==> src/rtl/vic_bus_arbiter.sv <==
// VIC-II / CPU bus arbiter: BA/AEC sequencing for cycle stealing, updated once per bus half-cycle.
// Optional build macro VIC_BUS_STATS_EN enables the saturating stolen-cycle counter.
module vic_bus_arbiter #(
    parameter int BA_DELAY = 3,
    parameter int CNT_W    = 16
) (
    input  logic             clkSys,
    input  logic             reset,
    input  logic             halfTick,
    input  logic             phase,
    input  logic             dmaReq,
    input  logic             vicReq,
    input  logic             cpuReq,
    input  logic             cpuRnW,
    output logic             o_ba,
    output logic             o_aec,
    output logic             o_grantCpu,
    output logic             o_grantVic,
    output logic [1:0]       o_state,
    output logic [CNT_W-1:0] o_stealCount
);
    // state   | meaning
    // IDLE    | normal interleave, BA high
    // BA_WAIT | BA low, CPU writes may still finish, counting phi2 halves
    // STEAL   | VIC owns both halves, AEC low
    typedef enum logic [1:0] {
        IDLE    = 2'd0,
        BA_WAIT = 2'd1,
        STEAL   = 2'd2
    } state_t;

    localparam int BA_W = (BA_DELAY < 2) ? 1 : $clog2(BA_DELAY + 1);

    state_t          state, state_nxt;
    logic [BA_W-1:0] ba_cnt, ba_cnt_nxt;
    logic            ba_nxt, aec_nxt, gcpu_nxt, gvic_nxt;

    always_ff @(posedge clkSys) begin
        if (reset) begin
            state      <= IDLE;
            ba_cnt     <= '0;
            o_ba       <= 1'b1;
            o_aec      <= 1'b1;
            o_grantCpu <= 1'b0;
            o_grantVic <= 1'b0;
        end else begin
            state      <= state_nxt;
            ba_cnt     <= ba_cnt_nxt;
            o_ba       <= ba_nxt;
            o_aec      <= aec_nxt;
            o_grantCpu <= gcpu_nxt;
            o_grantVic <= gvic_nxt;
        end
    end

    always_comb begin
        state_nxt  = state;
        ba_cnt_nxt = ba_cnt;
        ba_nxt     = o_ba;
        aec_nxt    = o_aec;
        gcpu_nxt   = o_grantCpu;
        gvic_nxt   = o_grantVic;
        if (halfTick) begin
            // dmaReq low aborts before the terminal-count check can promote to STEAL
            case (state)
                IDLE: begin
                    if (dmaReq) begin
                        state_nxt  = BA_WAIT;
                        ba_cnt_nxt = BA_W'(BA_DELAY);
                    end
                end
                BA_WAIT: begin
                    if (!dmaReq)
                        state_nxt = IDLE;
                    else if (!phase && ba_cnt == '0)
                        state_nxt = STEAL;
                    else if (phase && ba_cnt != '0)
                        ba_cnt_nxt = ba_cnt - 1'b1;
                end
                STEAL: begin
                    if (!dmaReq)
                        state_nxt = IDLE;
                end
                default: state_nxt = IDLE;
            endcase

            case (state_nxt)
                BA_WAIT: begin
                    ba_nxt   = 1'b0;
                    aec_nxt  = phase;
                    gvic_nxt = vicReq & ~phase;
                    gcpu_nxt = cpuReq & phase & ~cpuRnW;
                end
                STEAL: begin
                    ba_nxt   = 1'b0;
                    aec_nxt  = 1'b0;
                    gvic_nxt = 1'b1;
                    gcpu_nxt = 1'b0;
                end
                default: begin
                    ba_nxt   = 1'b1;
                    aec_nxt  = phase;
                    gvic_nxt = vicReq & ~phase;
                    gcpu_nxt = cpuReq & phase;
                end
            endcase
        end
    end

    assign o_state = state;

`ifdef VIC_BUS_STATS_EN
    logic [CNT_W-1:0] steal_cnt;

    always_ff @(posedge clkSys) begin
        if (reset)
            steal_cnt <= '0;
        else if (halfTick && phase && state_nxt == STEAL && steal_cnt != '1)
            steal_cnt <= steal_cnt + CNT_W'(1);
    end

    assign o_stealCount = steal_cnt;
`else
    assign o_stealCount = '0;
`endif

endmodule

==> config.mk <==
export PLATFORM = sky130hd
export DESIGN_NAME = vic_bus_arbiter
export DESIGN_NICKNAME = d
export VERILOG_FILES = /design/src/rtl/vic_bus_arbiter.sv
export SDC_FILE = /design/constraint.sdc
export NUM_CORES = 1
export LEC_CHECK = 0
export ABC_AREA = 1
export ABC_CLOCK_PERIOD_IN_PS = 1700
export BUFFER_PORTS_ARGS = -buffer_cell sky130_fd_sc_hd__buf_2
export CORE_MARGIN = 3
export CORE_UTILIZATION = 42
export CTS_CLUSTER_SIZE = 28
export DETAILED_ROUTE_END_ITERATION = 10
export HOLD_SLACK_MARGIN = 0.02
export PLACE_DENSITY = 0.85
export SETUP_SLACK_MARGIN = 0.1
export SKIP_LAST_GASP = 1
export SLEW_MARGIN = 20
export SYNTH_ARGS = -nofsm -noshare
export SYNTH_HDL_FRONTEND = slang
export SYNTH_SLANG_ARGS = --single-unit
==> constraint.sdc <==
create_clock -name clkSys -period 1.7 [get_ports clkSys]
set_clock_uncertainty 0.1 [all_clocks]
set_input_delay 0.425 -clock clkSys [delete_from_list [all_inputs] [get_ports clkSys]]
set_output_delay 0.425 -clock clkSys [all_outputs]
set_load 0.02 [all_outputs]
==> out/metrics.yaml, run 1 <==
status:
  status: "finished clean"
floorplan:
  die_height_um: 42.3
  core_mm2: 0.00117
  start_util_pct: 47.2
  dieArea_mm2: 0.00179
  row_count: 12
  die_w_um: 42.3
  num_io_pins: 30
sta:
  slew_viol_final: 0
  setup_viol: 0
  hold_viol: 0
  fin_crit_ps: 1530
  fin_setup_tns_ps: 0
  fin_crit_sh_pct: 90.0
  max_freq_ghz: 0.654
  rsz0062_at_grt: "false"
setup_path:
  setup.worst_path.start: "ba_cnt[0]$_SDFFE_PP0P_"
  slowest_stage: "dfxtp_2"
  r2r-start: "ba_cnt[0]$_SDFFE_PP0P_"
  worstPathMaxFanout: 3
  timing.rr.end: "o_grantCpu$_SDFFE_PP0P_"
  crit_type: "reg -> reg"
  cp_common_cell: "inv_1"
  cp_slowest_stage_delay_ps: 320
  reg2reg_setup_slack_ps: 170
  crit_chain: "inv_1 > ha_4 > nand3_2 > nand3_2 > inv_1 > ha_1 > inv_1 > nor2_1 > o21ai_1 > a21oi_1"
  reg2regPathDepth: 10
  end_kind: "register"
  cp-start-kind: "register"
  cp.arrival_ps: 1570
  required_ps: 1740
  cpLargestDelayFamily: "adder cells"
  worst-path-buf-inv: 3
global_routing:
  grtUsageMet3_pct: 6.01
  overflow: 0
  grt_pass1_wl_mm: 1.59
  top_usage_layer: "met2"
  grt_usage_pct: 12.2
  first_global_vias: 391
  grt_use_met2_pct: 18.8
  antenna_found_initial: 0
  grt_max_degree: 9
  met1_usage_pct: 12.3
synthesis:
  avgSynthCellArea_um2: 6.91
  ys_warn_count: 0
  yosysSeqAreaShare_pct: 29.0
  synth_cells: 80
  ys_ff_latch: 8
  yosysUniqueCellTypes: 15
  syn_area_um2: 553
detailed_routing:
  drc: 0
  firstDrtPassIters: 4
  routedWlPerCell_um: 9.90
  drt_iter0_drc: 13
  vias_per_cell: 4.65
  vias: 507
  ant_nets: 0
  drt_wl_total_mm: 1.08
worst_hold_path:
  holdPathEnd: "o_grantCpu$_SDFFE_PP0P_"
  worstHoldStart: "reset"
  min_path_cells: 2
  min_path_type: "in -> reg"
final_layout:
  n_antenna_cell: 0
  layout_commonest_cell: "conb_1"
  layout_common_cells: "conb_1 (16), buf_2 (13), nand2_1 (12)"
  area.sequential_um2: 163
  drive_above_1_share_pct: 29.5
  final_util_pct: 54.2
  areaGrowthSynthToFinish_pct: 14.7
  multiInputGateArea_um2: 322
  n_fill_cell: 116
  finalNetCount: 108
clocking:
  clock-sinks: 8
  cts.path.max_buffers: 2
  cts_tree: "built"
  cts_root_buf: "clkbuf_4"
  hold_buffers: 0
  cts_buffers: 3
  worstSkewPairLatency_ps: 260
  post-cts-setup-buffers: 0
  htreeDepth: 1
  clkTransAtPathRegs_ps: 60
placement:
  io_buffers: 13
  hpwl_um: 817
  gp_congestion: 0.819
pwr:
  peakVddDrop_mv: 0.340
  pwr_density_cell_mw_per_mm2: 780
  leakage_uw: 0.000346
flow_run:
  cap_violations: 0
==> logic make-up (layout without fill, tap and decap cells) <==
| group | Yosys count | in the layout | share of synthesized area (%) |
|---|---|---|---|
| other | 1 | 16 | 0.678 |
| adders and majority gates | 3 | 3 | 6.79 |
| buffers and inverters | 28 | 28 | 29.9 |
| and+or+nand+nor | 28 | 28 | 22.4 |
| AOI/OAI and AO/OA | 12 | 12 | 11.3 |
| DFF | 8 | 8 | 29.0 |
==> metrics by stage <==
| stage | hold slack [ps] | cells | cell area, um^2 | power, uW | worst slack (ps) |
|---|---|---|---|---|---|
| 5_1_grt | 273 | 109 | 634 | 529 | 87.3 |
| 3_5_place_dp | 374 | 106 | 572 | 338 | 71.2 |
| 6_report | 267 | 109 | 634 | 495 | 170 |
| 4_1_cts | 264 | 109 | 598 | 486 | 101 |
| 3_3_place_gp | 345 | 106 | 572 | 334 | 117 |
| 2_1_floorplan | 352 | 95 | 609 | 334 | 213 |
==> how the worst max path moves through the flow <==
stage / end / cells past startpoint
final: o_grantCpu$_SDFFE_PP0P_ / 10
after global routing: o_grantCpu$_SDFFE_PP0P_ / 10
after CTS: o_grantCpu$_SDFFE_PP0P_ / 9
after detailed placement: o_grantCpu$_SDFFE_PP0P_ / 9
after global placement: o_grantCpu$_SDFFE_PP0P_ / 9
after floorplan: o_grantCpu$_SDFFE_PP0P_ / 9
==> cell usage after synthesis <==
cell	count	area share [%]
nor2_4	1	2.0
buf_4	16	22
dfxtp_1	8	29
inv_1	10	6.8
nor2_1	7	4.8
a21oi_1	6	5.4
nand2_1	13	8.8
ha_1	3	6.8
o21ai_1	2	1.8
nand2_2	2	2.3
inv_2	2	1.4
a21boi_1	1	1.4
o21ai_0	3	2.7
nand3_1	5	4.5
conb_1	1	0.68
==> power breakdown <==
group | total [uW] | switching, uW | leakage, uW | internal [uW]
logic | 138 | 96.2 | 0.000266 | 42.2
clock network | 145 | 64.1 | 0.0000138 | 80.7
registers | 212 | 10.2 | 0.0000669 | 202
total | 495 | 170 | 0.000346 | 325
==> sequential cells by signal, summed over array words and instances, names as in the netlist <==
| signal | flops |
|---|---|
| o_ba | 1 |
| ba_cnt | 2 |
| o_state | 2 |
| o_grantCpu | 1 |
| o_grantVic | 1 |
| o_aec | 1 |
==> worst reg2reg max path, stage by stage, from the launching register on <==
cell and delay (ps):
dfxtp_2 320, inv_1 90, ha_4 150, nand3_2 100, nand3_2 120, inv_1 60
ha_1 180, inv_1 50, nor2_1 40, o21ai_1 120, a21oi_1 80
==> layout make-up <==
type | count | area share (%)
Multi-Input combinational cell | 59 | 50.7
Sequential cell | 8 | 25.6
Timing Repair Buffer | 13 | 10.3
Inverter | 12 | 7.10
Clock buffer | 3 | 3.55
Tap cell | 14 | 2.76
==> what timing repair did <==
| action | CTS | global route |
|---|---|---|
| pin swaps | 1 | 1 |
| gates resized for setup | 2 | 6 |
| setup endpoints to repair | 1 | 2 |
| cloned | 0 | 0 |
==> metal layers <==
layer / vias up / routed length (um)
met5: - / 0
met3: 6 / 134
li1: 246 / -
met2: 33 / 496
met4: 0 / 25
met1: 222 / 422
Power figures use the tool's default switching activity.
==> run 2: changes to the inputs <==
- GPL_TIMING_DRIVEN: not set -> 0
==> run 2 against run 1 <==
First-iteration DRC count is 7.7% higher. Die area unchanged. Largest power group unchanged. Register-to-register slack gained 20 ps. Critical path type unchanged. Maximum frequency rose by 1.0%. Global-route usage rose by 1.5 points. Critical path depth stayed put. Highest routed layer unchanged. Cell count is 15% higher.
==> out/metrics.yaml, run 2 (synthesized netlist as in run 1, its figures left out) <==
detailed_routing:
  routedWlPerCell_um: 9.62  # was 9.90 um
  ant_nets: 0  # unchanged
  drc: 0  # unchanged
  firstDrtPassIters: 4  # unchanged
  vias_per_cell: 4.32  # was 4.65
  drt_wl_total_mm: 1.20  # was 1.08 mm
  vias: 540  # was 507
  drt_iter0_drc: 14  # was 13
clocking:
  post-cts-setup-buffers: 0  # unchanged
  htreeDepth: 1  # unchanged
  cts.path.max_buffers: 2  # unchanged
  cts_tree: "built"  # unchanged
  hold_buffers: 0  # unchanged
  cts_root_buf: "clkbuf_4"  # unchanged
  clkTransAtPathRegs_ps: 60  # about the same
  clock-sinks: 8  # unchanged
  cts_buffers: 3  # unchanged
  worstSkewPairLatency_ps: 260  # about the same
global_routing:
  grt_usage_pct: 13.6  # was 12.2%
  grt_max_degree: 9  # unchanged
  antenna_found_initial: 0  # unchanged
  first_global_vias: 488  # was 391
  grt_pass1_wl_mm: 1.93  # was 1.59 mm
  overflow: 0  # unchanged
floorplan:
  die_w_um: 42.3  # unchanged
  dieArea_mm2: 0.00179  # unchanged
  start_util_pct: 47.2  # unchanged
  core_mm2: 0.00117  # unchanged
  row_count: 12  # unchanged
  num_io_pins: 30  # unchanged
  die_height_um: 42.3  # unchanged
worst_hold_path:
  min_path_type: "in -> reg"  # unchanged
  holdPathEnd: "o_grantCpu$_SDFFE_PP0P_"  # unchanged
  min_path_cells: 2  # unchanged
  worstHoldStart: "reset"  # unchanged
sta:
  layout_setup_ws_ps: 186  # was 170 ps
  setup_viol: 0  # unchanged
  max_freq_ghz: 0.660  # was 0.654 GHz
  fin_crit_sh_pct: 89.1  # was 90.0%
  fin_setup_tns_ps: 0  # unchanged
  hold_ws_ps: 250  # was 267 ps
  hold_viol: 0  # unchanged
  fin_crit_ps: 1510  # was 1530 ps
  rsz0062_at_grt: "false"  # unchanged
  slew_viol_final: 0  # unchanged
placement:
  pre_cts_ws_ps: 92.0  # was 71.2 ps
  io_buffers: 13  # unchanged
  hpwl_um: 891  # was 817 um
  gp_congestion: 0.824  # was 0.819
  dp.cells: 122  # was 106
final_layout:
  final_cell_count_no_fill: 125  # was 109
  areaGrowthSynthToFinish_pct: 41.0  # was 14.7%
  drive_above_1_share_pct: 42.3  # was 29.5%
  n_antenna_cell: 0  # unchanged
  layout_common_cells: "buf_4 (16), conb_1 (16), buf_2 (13)"  # was conb_1 (16), buf_2 (13), nand2_1 (12)
  area.sequential_um2: 160  # was 163 um^2
  finalNetCount: 124  # was 108
  multiInputGateArea_um2: 349  # was 322 um^2
  n_fill_cell: 109  # was 116
pwr:
  leakage_uw: 0.000434  # was 0.000346 uW
  pwr_density_cell_mw_per_mm2: 695  # was 780 mW/mm^2
  peakVddDrop_mv: 0.497  # was 0.340 mV
  p_total_uw: 541  # was 495 uW
setup_path:
  r2r-start: "ba_cnt[1]$_SDFFE_PP0P_"  # was ba_cnt[0]$_SDFFE_PP0P_
  end_kind: "register"  # unchanged
  worstPathMaxFanout: 3  # unchanged
  cp.arrival_ps: 1560  # was 1570 ps
  timing.rr.end: "o_grantCpu$_SDFFE_PP0P_"  # unchanged
  reg2regPathDepth: 10  # unchanged
  cp-start-kind: "register"  # unchanged
  reg2reg_setup_slack_ps: 190  # was 170 ps
  crit_type: "reg -> reg"  # unchanged
  required_ps: 1750  # was 1740 ps
status:
  status: "finished clean"  # unchanged
flow_run:
  cap_violations: 0  # unchanged
-- run 2: changes by cell type in the layout (fill, tap and decap cells not counted), moves of 2 or more --
cell     before  now
buf_4         0   16
dfxtp_1       6    8
dfxtp_2       2    0
nand3_4       0    2
nand3_2       2    0
-- run 2: metrics by stage --
step,utilization [%],area [um^2]
after detailed placement,59.1,692
after global placement,59.1,692
after floorplan,-,609
final,66.6,779
after CTS,61.2,717
after global routing,66.6,779
-- run 2: power breakdown --
part / total, uW / switching [uW] / internal [uW]
combinational: 179 / 108 / 71.0
sequential: 211 / 10.3 / 201
clock: 152 / 70.7 / 81.2
total: 541 / 189 / 353
-- run 2: worst max-delay path: stages (launching register included) --
cell	delay [ps]
dfxtp_1	310
inv_1	100
ha_4	160
nand3_4	90
nand3_4	120
inv_1	50
ha_1	180
inv_1	60
nor2_2	40
o21ai_2	140
a21oi_2	60
-- run 2: final cells by class --
cell class / instances / share of cell area, %
plain buffers: 16 / 15.4
clock buffers: 3 / 2.89
inverters: 12 / 5.78
multi-input cells: 59 / 44.8
flip-flops and latches: 8 / 20.5
well taps: 14 / 2.25
repair buffers: 13 / 8.35
-- run 2: repair_timing --
action | CTS | global route
resized for setup | 1 | 12
setup endpoints to repair | 1 | 3
pin swaps | 1 | 2
-- run 2: worst max-delay path by stage --
stage / from / end / slack, ps / cells past startpoint
final: ba_cnt[1]$_SDFFE_PP0P_ / o_grantCpu$_SDFFE_PP0P_ / 190 / 10
after floorplan: ba_cnt[0]$_SDFFE_PP0P_ / o_grantCpu$_SDFFE_PP0P_ / 210 / 9
after global routing: ba_cnt[1]$_SDFFE_PP0P_ / o_grantCpu$_SDFFE_PP0P_ / 90 / 10
after detailed placement: ba_cnt[0]$_SDFFE_PP0P_ / o_grantCpu$_SDFFE_PP0P_ / 90 / 9
after global placement: ba_cnt[0]$_SDFFE_PP0P_ / o_grantCpu$_SDFFE_PP0P_ / 120 / 9
after CTS: ba_cnt[0]$_SDFFE_PP0P_ / o_grantCpu$_SDFFE_PP0P_ / 110 / 9
-- run 2: per-layer routing --
| metal | part of all wire (%) | track usage (%) | wire [um] |
|---|---|---|---|
| met5 | 0 | 0 | 0 |
| met4 | 1.4 | 5.59 | 17 |
| met3 | 8.3 | 3.00 | 100 |
| met2 | 49 | 24.6 | 583 |
| met1 | 42 | 15.1 | 500 |
==> run 3: changes to the inputs <==
- RECOVER_POWER: not set -> 100
- REMOVE_ABC_BUFFERS: not set -> 1
==> run 3 against run 2 <==
Worst setup slack worse by 81 ps. Total power is 6.3% lower. Design area is 17% lower. Register-to-register slack worse by 80 ps. Count of clock-buffer cells in the layout stayed put. Non-clock buffer count is 15 lower. Critical path depth stayed put. Sequential power hardly changed.
==> out/metrics.yaml, run 3 (synthesized netlist as in run 1, its figures left out) <==
final_layout:
  drive_above_1_share_pct: 29.2  # was 42.3%
  layout_commonest_cell: "conb_1"
  layout_common_cells: "conb_1 (16), buf_2 (13), nand2_1 (11)"  # was buf_4 (16), conb_1 (16), buf_2 (13)
  finalNetCount: 109  # was 124
  final_util_pct: 55.1  # was 66.6%
  n_antenna_cell: 0  # unchanged
  areaGrowthSynthToFinish_pct: 16.7  # was 41.0%
setup_path:
  end_kind: "register"  # unchanged
  reg2reg_setup_slack_ps: 100  # was 190 ps
  reg2regPathDepth: 10  # unchanged
  cp.arrival_ps: 1640  # was 1560 ps
  crit_type: "reg -> reg"  # unchanged
  required_ps: 1750  # about the same
  cp-start-kind: "register"  # unchanged
  worstPathMaxFanout: 3  # unchanged
clocking:
  cts_root_buf: "clkbuf_4"  # unchanged
  htreeDepth: 1  # unchanged
  cts.path.max_buffers: 2  # unchanged
  worstSkewPairLatency_ps: 260  # about the same
  clkTransAtPathRegs_ps: 60  # about the same
  cts_buffers: 3  # unchanged
  cts_tree: "built"  # unchanged
  clock-sinks: 8  # unchanged
detailed_routing:
  vias_per_cell: 4.48  # was 4.32
  drc: 0  # unchanged
  firstDrtPassIters: 4  # unchanged
  drt_iter0_drc: 13  # was 14
  drt_wl_total_mm: 1.19  # was 1.20 mm
  routedWlPerCell_um: 10.8  # was 9.62 um
  ant_nets: 0  # unchanged
  vias: 493  # was 540
floorplan:
  row_count: 12  # unchanged
  core_mm2: 0.00117  # unchanged
  dieArea_mm2: 0.00179  # unchanged
  die_height_um: 42.3  # unchanged
  num_io_pins: 30  # unchanged
  die_w_um: 42.3  # unchanged
  start_util_pct: 47.2  # unchanged
sta:
  rsz0062_at_grt: "false"  # unchanged
  layout_setup_ws_ps: 104  # was 186 ps
  setup_viol: 0  # unchanged
  fin_setup_tns_ps: 0  # unchanged
  hold_viol: 0  # unchanged
  fin_crit_sh_pct: 93.9  # was 89.1%
  max_freq_ghz: 0.627  # was 0.660 GHz
  slew_viol_final: 0  # unchanged
  fin_crit_ps: 1600  # was 1510 ps
global_routing:
  overflow: 0  # unchanged
  grt_max_degree: 9  # unchanged
  first_global_vias: 397  # was 488
  grt_usage_pct: 11.4  # was 13.6%
  grt_pass1_wl_mm: 1.58  # was 1.93 mm
  antenna_found_initial: 0  # unchanged
placement:
  io_buffers: 13  # unchanged
  hpwl_um: 812  # was 891 um
  gp_congestion: 0.803  # was 0.824
  pre_cts_ws_ps: 78.7  # was 92.0 ps
flow_run:
  cap_violations: 0  # unchanged
pwr:
  pwr_density_cell_mw_per_mm2: 786  # was 695 mW/mm^2
  peakVddDrop_mv: 0.303  # was 0.497 mV
  leakage_uw: 0.000351  # was 0.000434 uW
status:
  status: "finished clean"  # unchanged
worst_hold_path:
  min_path_type: "in -> reg"  # unchanged
  min_path_cells: 2  # unchanged
## run 3: cell count changes in the layout (fill, tap and decap cells not counted), sizes merged
| cell | previous run | this run |
|---|---|---|
| buf | 29 | 14 |
## run 3: cell type report
cell class / count / area [um^2]
Fill cell: 110 / 526
Multi-Input combinational cell: 59 / 327
Inverter: 12 / 45.0
Timing Repair Buffer: 14 / 72.6
Clock buffer: 3 / 22.5
Tap cell: 14 / 17.5
Sequential cell: 8 / 161
## run 3: metrics by stage
step	total power (uW)	cells	cell area [um^2]	hold WS, ps
4_1_cts	494	109	597	238
3_3_place_gp	334	106	572	343
5_1_grt	533	110	646	243
6_report	508	110	646	246
3_5_place_dp	337	106	572	353
2_1_floorplan	305	79	489	352
## run 3: worst max-delay path: stages (launching register included)
cell,delay (ps)
dfxtp_2,310
inv_1,80
ha_1,220
nand3_4,110
nand3_4,120
inv_1,60
ha_1,210
inv_1,50
nor2_1,40
o21ai_1,120
a21oi_1,80
## run 3: repair_timing
action / in CTS / in global routing
resized for setup: 1 / 9
endpoints found under the setup margin: 1 / 3
buffers inserted: 0 / 1
hold buffers: 0 / 0
cloned: 0 / 0
pin swaps: 1 / 3
## run 3: layer usage
layer,share of wire (%),GRT usage (%),routed length [um],vias to the layer above
met5,0,0,0,-
met4,1.8,3.73,21,0
met3,7.1,4.29,85,2
met2,51,19.8,603,23
met1,40,12.7,480,219
li1,-,-,-,249
## run 3: power by group
group          switching (uW)  leakage, uW  internal [uW]
combinational             100     0.000270           43.5
sequential               9.84    0.0000665            201
clock                    71.6    0.0000138           81.3
## run 3: path summary, 6_finish.rpt
path | from | end
min | reset | o_grantCpu$_SDFFE_PP0P_
max | ba_cnt[0]$_SDFFE_PP0P_ | o_grantCpu$_SDFFE_PP0P_
max reg2reg | ba_cnt[0]$_SDFFE_PP0P_ | o_grantCpu$_SDFFE_PP0P_
min reg2reg | o_grantCpu$_SDFFE_PP0P_ | o_grantCpu$_SDFFE_PP0P_
